===== src/rtl/dmem_arbiter.sv =====
// dmem_arbiter: two-port round-robin arbiter and sequencer in front of a
// single-port data memory (synchronous write, combinational read).
// Port 0 is the CPU load/store path; port 1 is the host/sort-engine/loader.
//
// Handshake: a requester raises req (with we/lock/addr/wdata valid) and holds
// it until it sees gnt; gnt is combinational and the access is taken at the
// rising edge where req & gnt are both high. Read data returns one cycle later
// as a one-cycle rvalid pulse; an out-of-range access returns a one-cycle err
// pulse instead and leaves rdata untouched.
module dmem_arbiter #(
    parameter int ADDR_W = 10,
    parameter int DATA_W = 32
) (
    input  logic              clk,
    input  logic              rst_n,
    input  logic              req0,
    input  logic              req1,
    input  logic              we0,
    input  logic              we1,
    input  logic              lock0,
    input  logic              lock1,
    input  logic [31:0]       addr0,
    input  logic [31:0]       addr1,
    input  logic [DATA_W-1:0] wdata0,
    input  logic [DATA_W-1:0] wdata1,
    output logic              gnt0,
    output logic              gnt1,
    output logic              rvalid0,
    output logic              rvalid1,
    output logic [DATA_W-1:0] rdata0,
    output logic [DATA_W-1:0] rdata1,
    output logic              err0,
    output logic              err1,
    output logic              mem_we,
    output logic [ADDR_W-1:0] mem_addr,
    output logic [DATA_W-1:0] mem_din,
    input  logic [DATA_W-1:0] mem_dout
);

    typedef enum logic [1:0] {
        ARB   = 2'd0,
        LOCK0 = 2'd1,
        LOCK1 = 2'd2
    } state_t;

    state_t            state;
    logic              last;       // port that won the most recent access
    logic              g0;
    logic              g1;
    logic              sel_we;
    logic [31:0]       sel_addr;
    logic [DATA_W-1:0] sel_wdata;
    logic              in_range;

    // Grant decision: round-robin in ARB, locked port only in LOCKn, nothing in reset.
    always_comb begin
        g0 = 1'b0;
        g1 = 1'b0;
        if (rst_n) begin
            case (state)
                ARB: begin
                    if (req0 && req1) begin
                        g0 = last;
                        g1 = !last;
                    end else begin
                        g0 = req0;
                        g1 = req1;
                    end
                end
                LOCK0:   g0 = req0;
                LOCK1:   g1 = req1;
                default: begin
                    g0 = 1'b0;
                    g1 = 1'b0;
                end
            endcase
        end
    end

    // Route the winner's request onto the memory port; idle bus is all zeros.
    always_comb begin
        sel_we    = 1'b0;
        sel_addr  = '0;
        sel_wdata = '0;
        if (g0) begin
            sel_we    = we0;
            sel_addr  = addr0;
            sel_wdata = wdata0;
        end else if (g1) begin
            sel_we    = we1;
            sel_addr  = addr1;
            sel_wdata = wdata1;
        end
    end

    assign in_range = (sel_addr[31:ADDR_W] == '0);
    assign mem_we   = (g0 | g1) & sel_we & in_range;
    assign mem_addr = sel_addr[ADDR_W-1:0];
    assign mem_din  = sel_wdata;
    assign gnt0     = g0;
    assign gnt1     = g1;

    // Arbitration state, round-robin pointer and registered read/err responses.
    always_ff @(posedge clk or negedge rst_n) begin
        if (!rst_n) begin
            state   <= ARB;
            last    <= 1'b1;
            rvalid0 <= 1'b0;
            rvalid1 <= 1'b0;
            err0    <= 1'b0;
            err1    <= 1'b0;
            rdata0  <= '0;
            rdata1  <= '0;
        end else begin
            rvalid0 <= 1'b0;
            rvalid1 <= 1'b0;
            err0    <= 1'b0;
            err1    <= 1'b0;

            if (g0) begin
                last <= 1'b0;
                if (!in_range) begin
                    err0 <= 1'b1;
                end else if (!we0) begin
                    rvalid0 <= 1'b1;
                    rdata0  <= mem_dout;
                end
            end

            if (g1) begin
                last <= 1'b1;
                if (!in_range) begin
                    err1 <= 1'b1;
                end else if (!we1) begin
                    rvalid1 <= 1'b1;
                    rdata1  <= mem_dout;
                end
            end

            // A lock is only taken on an accepted access and is released
            // purely by the owner dropping lock, whether or not it requests.
            case (state)
                ARB: begin
                    if (g0 && lock0) begin
                        state <= LOCK0;
                    end else if (g1 && lock1) begin
                        state <= LOCK1;
                    end
                end
                LOCK0: begin
                    if (!lock0) begin
                        state <= ARB;
                    end
                end
                LOCK1: begin
                    if (!lock1) begin
                        state <= ARB;
                    end
                end
                default: state <= ARB;
            endcase
        end
    end

endmodule

===== config.mk =====
export PLATFORM = sky130hd
export DESIGN_NAME = dmem_arbiter
export DESIGN_NICKNAME = d
export VERILOG_FILES = /design/src/rtl/dmem_arbiter.sv
export SDC_FILE = /design/constraint.sdc
export NUM_CORES = 1
export LEC_CHECK = 0
export ABC_AREA = 1
export CAP_MARGIN = 20
export CORE_AREA = 2 2 109 111
export DETAILED_ROUTE_END_ITERATION = 16
export DIE_AREA = 0 0 111 113
export PLACE_DENSITY = 0.9
export RECOVER_POWER = 25
export SYNTH_ARGS = -nofsm -noshare
export SYNTH_HDL_FRONTEND = slang
export SYNTH_SLANG_ARGS = --single-unit
export TNS_END_PERCENT = 1

===== constraint.sdc =====
create_clock -name clk -period 3.66 [get_ports clk]
set_input_delay 0.732 -clock clk [delete_from_list [all_inputs] [get_ports clk]]
set_output_delay 0.732 -clock clk [all_outputs]
set_load 0.02 [all_outputs]

==> out/metrics.csv <==
stage,metric,value,unit
timing,setup TNS,0,ns
critical_path,critical path arrival,2.81,ns
cts,Post-CTS Resized,0,
logic_synthesis,Yosys top cell area share,0.482,
cts,count of hold buffers inserted by post-cts repair,0,
logic_synthesis,Avg Inst Size Synth,8.62,um2
place,hpwl dp,12200,um
routing,drt first pass iters,5,
routing,met2 routed WL,7530,um
power,Int Power,2.52,mW
logic_synthesis,Yosys top cell by area,dfrtp_1,
critical_path,Critical Path End,mem_din[13],
logic_synthesis,Cell variety after synth,23,
place,Placed Area,0.00650,mm2
critical_path,Crit-path slowest cell,clkdlybuf4s50_1,
place,RD Place Congestion,1.04,
cts,worst skew pair latency,0.32,ns
finish,register area,0.00178,mm2
routing,met3 WL,1580,um
global_routing,largest net degree at the start of global routing,72,
timing,fin crit share,0.968,
floorplanning,io pins,281,
critical_path,Critical R2R Launch,state[0]$_DFFE_PN0P_,
critical_path,CP endpoint kind,output pin,
global_routing,initial antenna violation count,2,
logic_synthesis,Synth Register Bits,71,
finish,final cell count without fillers,838,
routing,DRC Markers,0,
critical_path,Crit Path Class,in -> out,
logic_synthesis,Gate Count Post-Synth,422,
worst_hold_path,worst hold path type,reg -> reg,
run_status,violated checks,"max-capacitance violations, max-slew violations",
cts,Max H-tree Level,3,
routing,routed length per instance,18.7,um
timing,Fin. Hold Viols,0,
routing,final WL,15700,um
critical_path,worst stage delay on the critical path,0.64,ns
global_routing,Total GRT Usage,0.240,
logic_synthesis,Synth area leaders,"dfrtp_1 (48%), nand2_1 (15%), nand4_1 (11%)",
place,IO Port Bufs,280,
timing,clock period minus worst slack,3.54,ns
power,pwr dens,560,mW/mm2
power,Clock Power Share,0.263,
timing,fmax,0.282,GHz
global_routing,GR Overflow Total,0,
critical_path,Crit Path Max Fanout,31,
floorplanning,Core Region,0.0113,mm2
cts,root buffer cell,clkbuf_16,
logic_synthesis,asr flop ratio synth,1.00,
critical_path,crit-path cells,"clkdlybuf4s50_1, inv_1, nor2_2, nand2_1, inv_2, nand2_2, inv_2, buf_12, a22o_1, clkdlybuf4s50_1",
run_status,status,finished with violations,
routing,DRC marker count from the first detailed-route iteration,362,
routing,met1 WL,6230,um
critical_path,Worst Reg-to-Reg Cells,11,
critical_path,"Req. time, crit path",2.93,ns
routing,Vias/cell,5.12,
timing,Slew Limit Fails,72,
logic_synthesis,post-synthesis sequential area ratio,0.489,
critical_path,FF-to-FF End,rdata1[20]$_DFFE_PN0P_,
cts,total CTS buffers,9,
finish,multi-input combinational cell area,0.00158,mm2
timing,RSZ-0062 raised after global routing,no,
power,Net Sw Frac,0.341,
power,Peak supply drop,450,uV
finish,post-layout util,0.607,
cts,Max Root-Sink Buffers,2,
power,Comb power frac,0.424,
critical_path,CP Launch Point,req0,
finish,share of post-route cells with drive strength above 1,0.0591,
logic_synthesis,Synth Net Count,590,
finish,Final Cell Area,0.00684,mm2
power,Flop pwr share,0.313,
floorplanning,width of the die,111,um
floorplanning,die area,0.0125,mm2
cts,CTS tree,yes,
routing,total number of vias,4290,
logic_synthesis,Post-synth top flop,dfrtp_1,
logic_synthesis,Post-synth EDFFs,0,
timing,setup violators final,0,
timing,worst hold margin,0.479,ns
timing,final clock skew,0.00712,ns
timing,Worst Max-Slew Pin Slew,1.72,ns
floorplanning,initial core utilization,0.323,
place,Cells after DPL,822,
power,Switch Pwr,1.31,mW
finish,P&R area growth vs syn,88.1,%
logic_synthesis,Synth Cell Area,0.00364,mm2
global_routing,first-pass GRT wire length,23400,um
cts,clock transition at the registers of the reported paths,0.05,ns
finish,final net count,858,
flow_run,count of max-cap constraint violations,1,
finish,Filler cells,952,
power,Leakage,3.01,nW
cts,Post-CTS Setup Inserts,0,
critical_path,R2R setup slack,1.20,ns
critical_path,Critical Path Source Type,primary input,
floorplanning,Site Rows,39,
floorplanning,die height,113,um
logic_synthesis,Yosys Warn Count,0,
cts,clk sinks,71,
routing,Top Metal Used,met5,
global_routing,vias in the first global route,4236,
timing,Max-slew headroom,-0.146,
routing,antenna-violating nets left,0,
[state kept, by name, summed over array words and instances, names as in the netlist]
register and cells:
err0 1, err1 1, last 1, rdata0 32
rdata1 32, rvalid0 1, rvalid1 1, state 2
[cell type report]
type,count,area share
diodes,1,0.000366
clock buffers,10,0.0349
clock inverters,5,0.0155
inverters,14,0.00805
multi-input cells,303,0.231
flip-flops and latches,71,0.260
well taps,143,0.0261
repair buffers,291,0.424
[layout by cell type, fill, tap and decap left out, types with 8 or more instances in the layout]
cell	count
clkdlybuf4s50_1	279
clkbuf_16	9
inv_1	9
nand2_1	147
dfrtp_1	70
nand4_1	66
nor2_1	30
a22o_1	42
buf_4	8
[routing by layer]
layer | GRT usage | vias to the layer above
met5 | 0 | -
met4 | 0.0542 | 2
met3 | 0.0836 | 19
met2 | 0.407 | 246
met1 | 0.296 | 2030
li1 | - | 1993
[stage by stage]
stage	total power, mW	worst slack [ns]
after detailed placement	2.83	0.134
after CTS	3.86	0.125
after global routing	4.00	0.0153
after floorplan	1.90	1.07
final	3.83	0.119
after global placement	2.79	0.171
[cell families after synthesis]
group | synth area share
AO/OA/AOI/OAI | 0.106
buffers and inverters | 0.0771
AND/OR/NAND/NOR | 0.328
flip-flops | 0.489
[critical path: cells and delay by family]
kind,cells,cell delay [ns]
simple gates,3,0.25
buf+inv,6,1.64
compound gates,1,0.18
[cells in the mapped netlist, types with 2 or more instances]
library cell	n
nand2_1	147
dfrtp_1	70
nand4_1	66
a22o_1	42
nor2_1	31
buf_2	24
inv_1	9
buf_6	8
inv_2	4
nand3_1	4
buf_4	2
nand2_4	2
nor2_2	2
o21ai_0	2
[how the worst min path moves through the flow]
stage                      startpoint                      to  slack, ns  cells past startpoint
3_3_place_gp   rdata1[16]$_DFFE_PN0P_  rdata1[16]$_DFFE_PN0P_       0.45                      2
5_1_grt        rdata0[30]$_DFFE_PN0P_  rdata0[30]$_DFFE_PN0P_       0.50                      2
3_5_place_dp   rdata0[23]$_DFFE_PN0P_  rdata0[23]$_DFFE_PN0P_       0.47                      2
2_1_floorplan                   rst_n          err0$_DFF_PN0_       0.44                      0
4_1_cts        rdata1[14]$_DFFE_PN0P_  rdata1[14]$_DFFE_PN0P_       0.48                      2
6_report       rdata0[23]$_DFFE_PN0P_  rdata0[23]$_DFFE_PN0P_       0.48                      2
[power by group through the flow]
stage	clock network, mW	registers (mW)	logic [mW]
after detailed placement	0	1.20	1.63
after floorplan	0	1.48	0.424
final	1.01	1.20	1.62
after CTS	1.02	1.20	1.64
after global routing	1.05	1.22	1.72
after global placement	0	1.19	1.60
No activity file was read; power rests on OpenSTA's default activity.
